`src/rtl/axi_arb_pkg.sv`:
```
`default_nettype none
// ============================================================================
// Module   : axi_arb_pkg
// Brief    : Shared state encoding and grant constants for the write arbiter.
// Revision : 1.0
// ============================================================================
package axi_arb_pkg;

    typedef enum logic [1:0] {
        IDLE = 2'd0,
        ADDR = 2'd1,
        DATA = 2'd2,
        RESP = 2'd3
    } arb_state_t;

    localparam logic GRANT_M0 = 1'b0;
    localparam logic GRANT_M1 = 1'b1;

endpackage
`default_nettype wire

```
`src/rtl/axi_write_arbiter_if.sv`:
```
`default_nettype none
// ============================================================================
// Module   : axi_write_arbiter_if
// Brief    : Master/slave handshake bundle around the two-master write arbiter.
// Revision : 1.0
// ============================================================================
interface axi_write_arbiter_if;

    logic M0_AWVALID, M1_AWVALID;
    logic M0_WVALID,  M1_WVALID;
    logic M0_WLAST,   M1_WLAST;
    logic M0_BREADY,  M1_BREADY;
    logic S_AWREADY,  S_WREADY,  S_BVALID;

    logic sel;
    logic enable;
    logic S_AWVALID,  S_WVALID,  S_BREADY;
    logic M0_AWREADY, M1_AWREADY;
    logic M0_WREADY,  M1_WREADY;
    logic M0_BVALID,  M1_BVALID;

    // Arbiter side
    modport slave (
        input  M0_AWVALID, M1_AWVALID, M0_WVALID, M1_WVALID,
        input  M0_WLAST, M1_WLAST, M0_BREADY, M1_BREADY,
        input  S_AWREADY, S_WREADY, S_BVALID,
        output sel, enable, S_AWVALID, S_WVALID, S_BREADY,
        output M0_AWREADY, M1_AWREADY, M0_WREADY, M1_WREADY,
        output M0_BVALID, M1_BVALID
    );

    // Environment side (masters and slave together)
    modport master (
        output M0_AWVALID, M1_AWVALID, M0_WVALID, M1_WVALID,
        output M0_WLAST, M1_WLAST, M0_BREADY, M1_BREADY,
        output S_AWREADY, S_WREADY, S_BVALID,
        input  sel, enable, S_AWVALID, S_WVALID, S_BREADY,
        input  M0_AWREADY, M1_AWREADY, M0_WREADY, M1_WREADY,
        input  M0_BVALID, M1_BVALID
    );

endinterface
`default_nettype wire

```
`src/rtl/axi_write_arbiter_rr_pick2.sv`:
```
`default_nettype none
// ============================================================================
// Module   : rr_pick2
// Brief    : Two-requester winner selection, round-robin or M0-fixed priority.
// Revision : 1.0
// ============================================================================
module rr_pick2
    import axi_arb_pkg::*;
#(
    parameter int FIXED_PRIO = 0
) (
    input  logic [1:0] req,
    input  logic       last_grant,
    output logic       winner,
    output logic       any_req
);

    always_comb begin
        any_req = |req;
        winner  = GRANT_M0;
        if (req == 2'b11) begin
            // On a tie the master that did not hold the previous grant goes next
            winner = (FIXED_PRIO != 0) ? GRANT_M0 : ~last_grant;
        end else if (req[1]) begin
            winner = GRANT_M1;
        end
    end

endmodule
`default_nettype wire

```
`src/rtl/axi_write_arbiter.sv`:
```
`default_nettype none
// ============================================================================
// Module   : axi_write_arbiter
// Brief    : Holds one master's grant from AW through last W beat and B response.
// Revision : 1.0
// ============================================================================
module axi_write_arbiter
    import axi_arb_pkg::*;
#(
    parameter int FIXED_PRIO = 0
) (
    input  logic                 ACLK,
    input  logic                 ARESET,
    axi_write_arbiter_if.slave   bus
);

    arb_state_t state;
    arb_state_t next_state;
    logic       grant_sel;
    logic       grant_en;
    logic       last_grant;
    logic       winner;
    logic       any_req;

    logic       aw_valid_g;
    logic       w_valid_g;
    logic       w_last_g;
    logic       b_ready_g;
    logic       aw_hs;
    logic       w_hs;
    logic       b_hs;

    rr_pick2 #(
        .FIXED_PRIO (FIXED_PRIO)
    ) u_pick (
        .req        ({bus.M1_AWVALID, bus.M0_AWVALID}),
        .last_grant (last_grant),
        .winner     (winner),
        .any_req    (any_req)
    );

    assign aw_valid_g = grant_sel ? bus.M1_AWVALID : bus.M0_AWVALID;
    assign w_valid_g  = grant_sel ? bus.M1_WVALID  : bus.M0_WVALID;
    assign w_last_g   = grant_sel ? bus.M1_WLAST   : bus.M0_WLAST;
    assign b_ready_g  = grant_sel ? bus.M1_BREADY  : bus.M0_BREADY;

    assign aw_hs = (state == ADDR) && aw_valid_g && bus.S_AWREADY;
    assign w_hs  = (state == DATA) && w_valid_g  && bus.S_WREADY;
    assign b_hs  = (state == RESP) && b_ready_g  && bus.S_BVALID;

    always_ff @(posedge ACLK or posedge ARESET) begin
        if (ARESET) begin
            state <= IDLE;
        end else begin
            state <= next_state;
        end
    end

    always_comb begin
        next_state = state;
        case (state)
            IDLE:    if (any_req)           next_state = ADDR;
            ADDR:    if (aw_hs)             next_state = DATA;
            DATA:    if (w_hs && w_last_g)  next_state = RESP;
            RESP:    if (b_hs)              next_state = IDLE;
            default:                        next_state = IDLE;
        endcase
    end

    // last_grant resets to M1 so the very first tie goes to M0
    always_ff @(posedge ACLK or posedge ARESET) begin
        if (ARESET) begin
            grant_sel  <= GRANT_M0;
            grant_en   <= 1'b0;
            last_grant <= GRANT_M1;
        end else if ((state == IDLE) && any_req) begin
            grant_sel  <= winner;
            grant_en   <= 1'b1;
        end else if (b_hs) begin
            grant_en   <= 1'b0;
            last_grant <= grant_sel;
        end
    end

    assign bus.sel    = grant_sel;
    assign bus.enable = grant_en;

    always_comb begin
        bus.S_AWVALID  = 1'b0;
        bus.S_WVALID   = 1'b0;
        bus.S_BREADY   = 1'b0;
        bus.M0_AWREADY = 1'b0;
        bus.M1_AWREADY = 1'b0;
        bus.M0_WREADY  = 1'b0;
        bus.M1_WREADY  = 1'b0;
        bus.M0_BVALID  = 1'b0;
        bus.M1_BVALID  = 1'b0;
        case (state)
            ADDR: begin
                bus.S_AWVALID = aw_valid_g;
                if (grant_sel == GRANT_M1) bus.M1_AWREADY = bus.S_AWREADY;
                else                       bus.M0_AWREADY = bus.S_AWREADY;
            end
            DATA: begin
                bus.S_WVALID = w_valid_g;
                if (grant_sel == GRANT_M1) bus.M1_WREADY = bus.S_WREADY;
                else                       bus.M0_WREADY = bus.S_WREADY;
            end
            RESP: begin
                bus.S_BREADY = b_ready_g;
                if (grant_sel == GRANT_M1) bus.M1_BVALID = bus.S_BVALID;
                else                       bus.M0_BVALID = bus.S_BVALID;
            end
            default: begin
            end
        endcase
    end

endmodule
`default_nettype wire

```
`src/flat_wrapper.sv`:
```
// flat-port wrapper written by rule: the top's interface ports become plain ports
module axi_write_arbiter_flat import axi_arb_pkg::*;
#(
    parameter int FIXED_PRIO = 0
)
  (ACLK, ARESET, bus_M0_AWVALID, bus_M1_AWVALID, bus_M0_WVALID, bus_M1_WVALID, bus_M0_WLAST, bus_M1_WLAST, bus_M0_BREADY, bus_M1_BREADY, bus_S_AWREADY, bus_S_WREADY, bus_S_BVALID, bus_sel, bus_enable, bus_S_AWVALID, bus_S_WVALID, bus_S_BREADY, bus_M0_AWREADY, bus_M1_AWREADY, bus_M0_WREADY, bus_M1_WREADY, bus_M0_BVALID, bus_M1_BVALID);
  axi_write_arbiter_if bus_i ();
  input  logic ACLK;
  input  logic ARESET;
  input wire logic [$bits(bus_i.M0_AWVALID)-1:0] bus_M0_AWVALID;
  input wire logic [$bits(bus_i.M1_AWVALID)-1:0] bus_M1_AWVALID;
  input wire logic [$bits(bus_i.M0_WVALID)-1:0] bus_M0_WVALID;
  input wire logic [$bits(bus_i.M1_WVALID)-1:0] bus_M1_WVALID;
  input wire logic [$bits(bus_i.M0_WLAST)-1:0] bus_M0_WLAST;
  input wire logic [$bits(bus_i.M1_WLAST)-1:0] bus_M1_WLAST;
  input wire logic [$bits(bus_i.M0_BREADY)-1:0] bus_M0_BREADY;
  input wire logic [$bits(bus_i.M1_BREADY)-1:0] bus_M1_BREADY;
  input wire logic [$bits(bus_i.S_AWREADY)-1:0] bus_S_AWREADY;
  input wire logic [$bits(bus_i.S_WREADY)-1:0] bus_S_WREADY;
  input wire logic [$bits(bus_i.S_BVALID)-1:0] bus_S_BVALID;
  output wire logic [$bits(bus_i.sel)-1:0] bus_sel;
  output wire logic [$bits(bus_i.enable)-1:0] bus_enable;
  output wire logic [$bits(bus_i.S_AWVALID)-1:0] bus_S_AWVALID;
  output wire logic [$bits(bus_i.S_WVALID)-1:0] bus_S_WVALID;
  output wire logic [$bits(bus_i.S_BREADY)-1:0] bus_S_BREADY;
  output wire logic [$bits(bus_i.M0_AWREADY)-1:0] bus_M0_AWREADY;
  output wire logic [$bits(bus_i.M1_AWREADY)-1:0] bus_M1_AWREADY;
  output wire logic [$bits(bus_i.M0_WREADY)-1:0] bus_M0_WREADY;
  output wire logic [$bits(bus_i.M1_WREADY)-1:0] bus_M1_WREADY;
  output wire logic [$bits(bus_i.M0_BVALID)-1:0] bus_M0_BVALID;
  output wire logic [$bits(bus_i.M1_BVALID)-1:0] bus_M1_BVALID;
  assign bus_i.M0_AWVALID = bus_M0_AWVALID;
  assign bus_i.M1_AWVALID = bus_M1_AWVALID;
  assign bus_i.M0_WVALID = bus_M0_WVALID;
  assign bus_i.M1_WVALID = bus_M1_WVALID;
  assign bus_i.M0_WLAST = bus_M0_WLAST;
  assign bus_i.M1_WLAST = bus_M1_WLAST;
  assign bus_i.M0_BREADY = bus_M0_BREADY;
  assign bus_i.M1_BREADY = bus_M1_BREADY;
  assign bus_i.S_AWREADY = bus_S_AWREADY;
  assign bus_i.S_WREADY = bus_S_WREADY;
  assign bus_i.S_BVALID = bus_S_BVALID;
  assign bus_sel = bus_i.sel;
  assign bus_enable = bus_i.enable;
  assign bus_S_AWVALID = bus_i.S_AWVALID;
  assign bus_S_WVALID = bus_i.S_WVALID;
  assign bus_S_BREADY = bus_i.S_BREADY;
  assign bus_M0_AWREADY = bus_i.M0_AWREADY;
  assign bus_M1_AWREADY = bus_i.M1_AWREADY;
  assign bus_M0_WREADY = bus_i.M0_WREADY;
  assign bus_M1_WREADY = bus_i.M1_WREADY;
  assign bus_M0_BVALID = bus_i.M0_BVALID;
  assign bus_M1_BVALID = bus_i.M1_BVALID;
  axi_write_arbiter #(.FIXED_PRIO(FIXED_PRIO)) u_core (.ACLK(ACLK), .ARESET(ARESET), .bus(bus_i));
endmodule
```
`config.mk`:
```
export PLATFORM = sky130hd
export DESIGN_NAME = axi_write_arbiter_flat
export DESIGN_NICKNAME = d
export VERILOG_FILES = /design/src/rtl/axi_arb_pkg.sv /design/src/rtl/axi_write_arbiter_if.sv /design/src/rtl/axi_write_arbiter_rr_pick2.sv /design/src/rtl/axi_write_arbiter.sv /design/src/flat_wrapper.sv
export SDC_FILE = /design/constraint.sdc
export NUM_CORES = 1
export LEC_CHECK = 0
export ABC_CLOCK_PERIOD_IN_PS = 2900
export BUFFER_PORTS_ARGS = -buffer_cell sky130_fd_sc_hd__buf_2
export CAP_MARGIN = 10
export CORE_MARGIN = 1.5
export CORE_UTILIZATION = 29
export DETAILED_ROUTE_END_ITERATION = 12
export PLACE_DENSITY = 0.54
export REMOVE_ABC_BUFFERS = 1
export SKIP_LAST_GASP = 1
export SLEW_MARGIN = 20
export SYNTH_ARGS = -nofsm -noshare
export SYNTH_HDL_FRONTEND = slang
export SYNTH_SLANG_ARGS = --single-unit
```
`constraint.sdc`:
```
create_clock -name ACLK -period 2.9 [get_ports ACLK]
set_input_delay 0.29 -clock ACLK [delete_from_list [all_inputs] [get_ports ACLK]]
set_output_delay 0.29 -clock ACLK [all_outputs]
set_load 0.05 [all_outputs]
```
==> flow_summary.ini <==
[run_status]
outcome = completed

[global_route]
grt_pass1_wl_um = 1580
grt_max_degree = 14
antenna_found_initial = 0
track_usage_pct = 11.5
grt_pass1_vias = 399
grt_overflow = 0

[die]
dieWidth_um = 42.1
start_util_pct = 32.5
die_h_um = 42.1
die_area_sq_mm = 0.00178
placementRows = 13
fp.coreArea_sq_mm = 0.00137
boundaryPins = 24

[clocking]
numCtsBuffers = 3
cts_tree = done
path_clk_slew_ns = 0.04
cts_max_level = 1
ctsHoldBuffers = 1
post_cts_resize_count = 0
clk_latency_ns = 0.25
root_buffer = clkbuf_4
cts_setup_buffers = 0
cts.sinks = 5
clockBufferDepth = 2

[hold_path]
hp-class = in -> reg

[sta]
fin_ws_ns = 0.938
fmax_mhz = 510
tightest_slew_ns = 0.450
min_period_ns = 1.96
setup_viol = 0
slew-limit-headroom_pct = 70.0
post-route-period-util_pct = 67.7
worst_clock_skew_ns = 0.00780
rsz0062_at_grt = false
fin_tns_setup_ns = 0
drv_slew = 0
hold_viol = 0

[route]
dr.pass1.iters = 3
wl_per_cell_um = 9.92
viasPerCell = 4.71
first_iter_violations = 3
num_vias = 429
wirelength_um = 903
drcViolationCount = 0
drtAntennaViolNets = 0

[logic_synthesis]
avgSynthCellArea_sq_um = 9.06
synth_area_leaders = dfrtp_1 23%, ha_1 11%, mux2i_1 11%, dfstp_2 5.9%, nand2_1 5.9%
yosysTopAreaCell = dfrtp_1
synth_ff_type = dfrtp_1
synth-seq-cells = 5
netlist.area_leader.share_pct = 22.5
syn_inst = 49
synth-edff-count = 0
seq_area_frac_synth_pct = 28.5
synth_warnings = 0
async_flop_share_pct = 100
synth_cell_types = 18
netlist_area_sq_um = 444

[cells_and_area]
drive_gt1_share_pct = 46.1
syn_to_final_growth_pct = 35.8
multiInputGateArea_sq_um = 288
seq_area_sq_um = 126
final_nets = 94
fill_cells = 149
n_antenna_cell = 0

[power_and_ir_drop]
power.share.switching_pct = 52.4
clockPowerShare_pct = 11.7
cellLeakagePower_uw = 0.000348
p_seq_share_pct = 22.7
ir_drop_mv = 0.566
p_comb_share_pct = 65.6
power_switching_uw = 370
p_per_area_mw_per_mm2 = 1170
internal-power_uw = 336

[place]
dpl.hpwl_um = 739
io_buffers = 23
dpl_worst_slack_ns = 1.17
gp_congestion = 0.653

[critical_path]
crit_required_ns = 2.61
start_kind = register
cp_max_fo = 13
endpoint_kind = primary output
arrival_ns = 1.67
critical_path_class = reg -> out

[run]
maxCapViolCount = 0
## cell type report
cell class | instances | area share (%)
Clock buffer | 4 | 4.36
Inverter | 5 | 3.11
Multi-Input combinational cell | 38 | 47.7
Sequential cell | 5 | 21.0
Tap cell | 15 | 3.11
Timing Repair Buffer | 24 | 20.7
## Yosys cell counts, types with 2 or more instances
| cell | n |
|---|---|
| mux2i_1 | 5 |
| dfrtp_1 | 4 |
| and3_2 | 3 |
| ha_1 | 4 |
| nand2_1 | 7 |
| nor2_1 | 6 |
| and2b_1 | 2 |
| o21ai_0 | 3 |
| inv_1 | 5 |
| nor2b_1 | 2 |
## power groups by stage
stage / logic (uW) / registers [uW] / clock network (uW)
2_1_floorplan: 338 / 196 / 0
5_1_grt: 500 / 169 / 89.2
4_1_cts: 468 / 162 / 84.8
3_5_place_dp: 466 / 163 / 0
6_report: 463 / 160 / 82.7
3_3_place_gp: 465 / 161 / 0
## layout by cell type, fill, tap and decap left out
cell / synthesis / layout
dfrtp_1: 4 / 4
inv_1: 5 / 5
dfstp_2: 1 / 1
mux2_4: 1 / 1
o21ai_0: 3 / 3
and3_2: 3 / 3
dlygate4sd3_1: 0 / 1
nand3_2: 1 / 1
mux2i_1: 5 / 5
o31ai_2: 1 / 1
nor2_1: 6 / 6
buf_2: 0 / 23
a32o_1: 1 / 1
mux2_2: 1 / 1
ha_1: 4 / 4
clkbuf_1: 0 / 1
nor2b_1: 2 / 2
clkbuf_4: 0 / 3
a221oi_2: 1 / 1
and2b_1: 2 / 2
nand2_1: 7 / 7
## final timing paths
path                                               start                            end  slack [ns]  cells after the start
max                           u_core.bus.sel$_DFFE_PP0P_                   bus_S_BREADY        0.94                      3
min                                       bus_M1_AWVALID     u_core.bus.sel$_DFFE_PP0P_        0.36                      2
max reg2reg                   u_core.bus.sel$_DFFE_PP0P_    u_core.state[1]$_DFFE_PP0P_        1.24                      4
min reg2reg                u_core.bus.enable$_DFFE_PP0P_  u_core.bus.enable$_DFFE_PP0P_        0.51                      2
max in group asynchronous                         ARESET  u_core.last_grant$_DFFE_PP1P_        2.18                      3
min in group asynchronous                         ARESET    u_core.state[1]$_DFFE_PP0P_        0.47                      3
## cells by family (layout without fill, tap and decap cells)
family	count (synthesis)	count (layout)	synth area share, %
adder cells (fa/ha/maj)	4	4	11.3
buffers and inverters	6	33	6.76
AND/OR/NAND/NOR	21	21	24.5
flip-flops	5	5	28.5
multiplexers	7	7	17.2
AO/OA/AOI/OAI	6	6	11.8
## flip-flops by register name (all words and copies together) (netlist names)
register and count:
u_core.bus.enable 1, u_core.last_grant 1, u_core.state 2, u_core.bus.sel 1
## worst max-delay path: stages, from the launching register on
cell	delay (ns)
dfrtp_1	0.61
mux2i_1	0.39
and2b_1	0.22
buf_2	0.20
## per-stage QoR
step                      cell area, sq um  total power (uW)  utilization [%]  cells  hold slack, ns
after floorplan                        433               534                -     48          0.0678
after global placement                 567               626             41.5     86           0.200
after detailed placement               567               628             41.5     86           0.197
after CTS                              603               715             44.1     91           0.356
after global routing                   603               758             44.1     91           0.373
final                                  603               706             44.1     91           0.365
## per-layer routing
metal | wire (um) | share of wire (%) | track usage [%]
met3 | 71 | 7.9 | 5.60
met5 | 0 | 0 | 0
met4 | 0 | 0 | 1.88
met2 | 410 | 45 | 19.1
met1 | 420 | 47 | 13.6
Power figures use the tool's default switching activity.
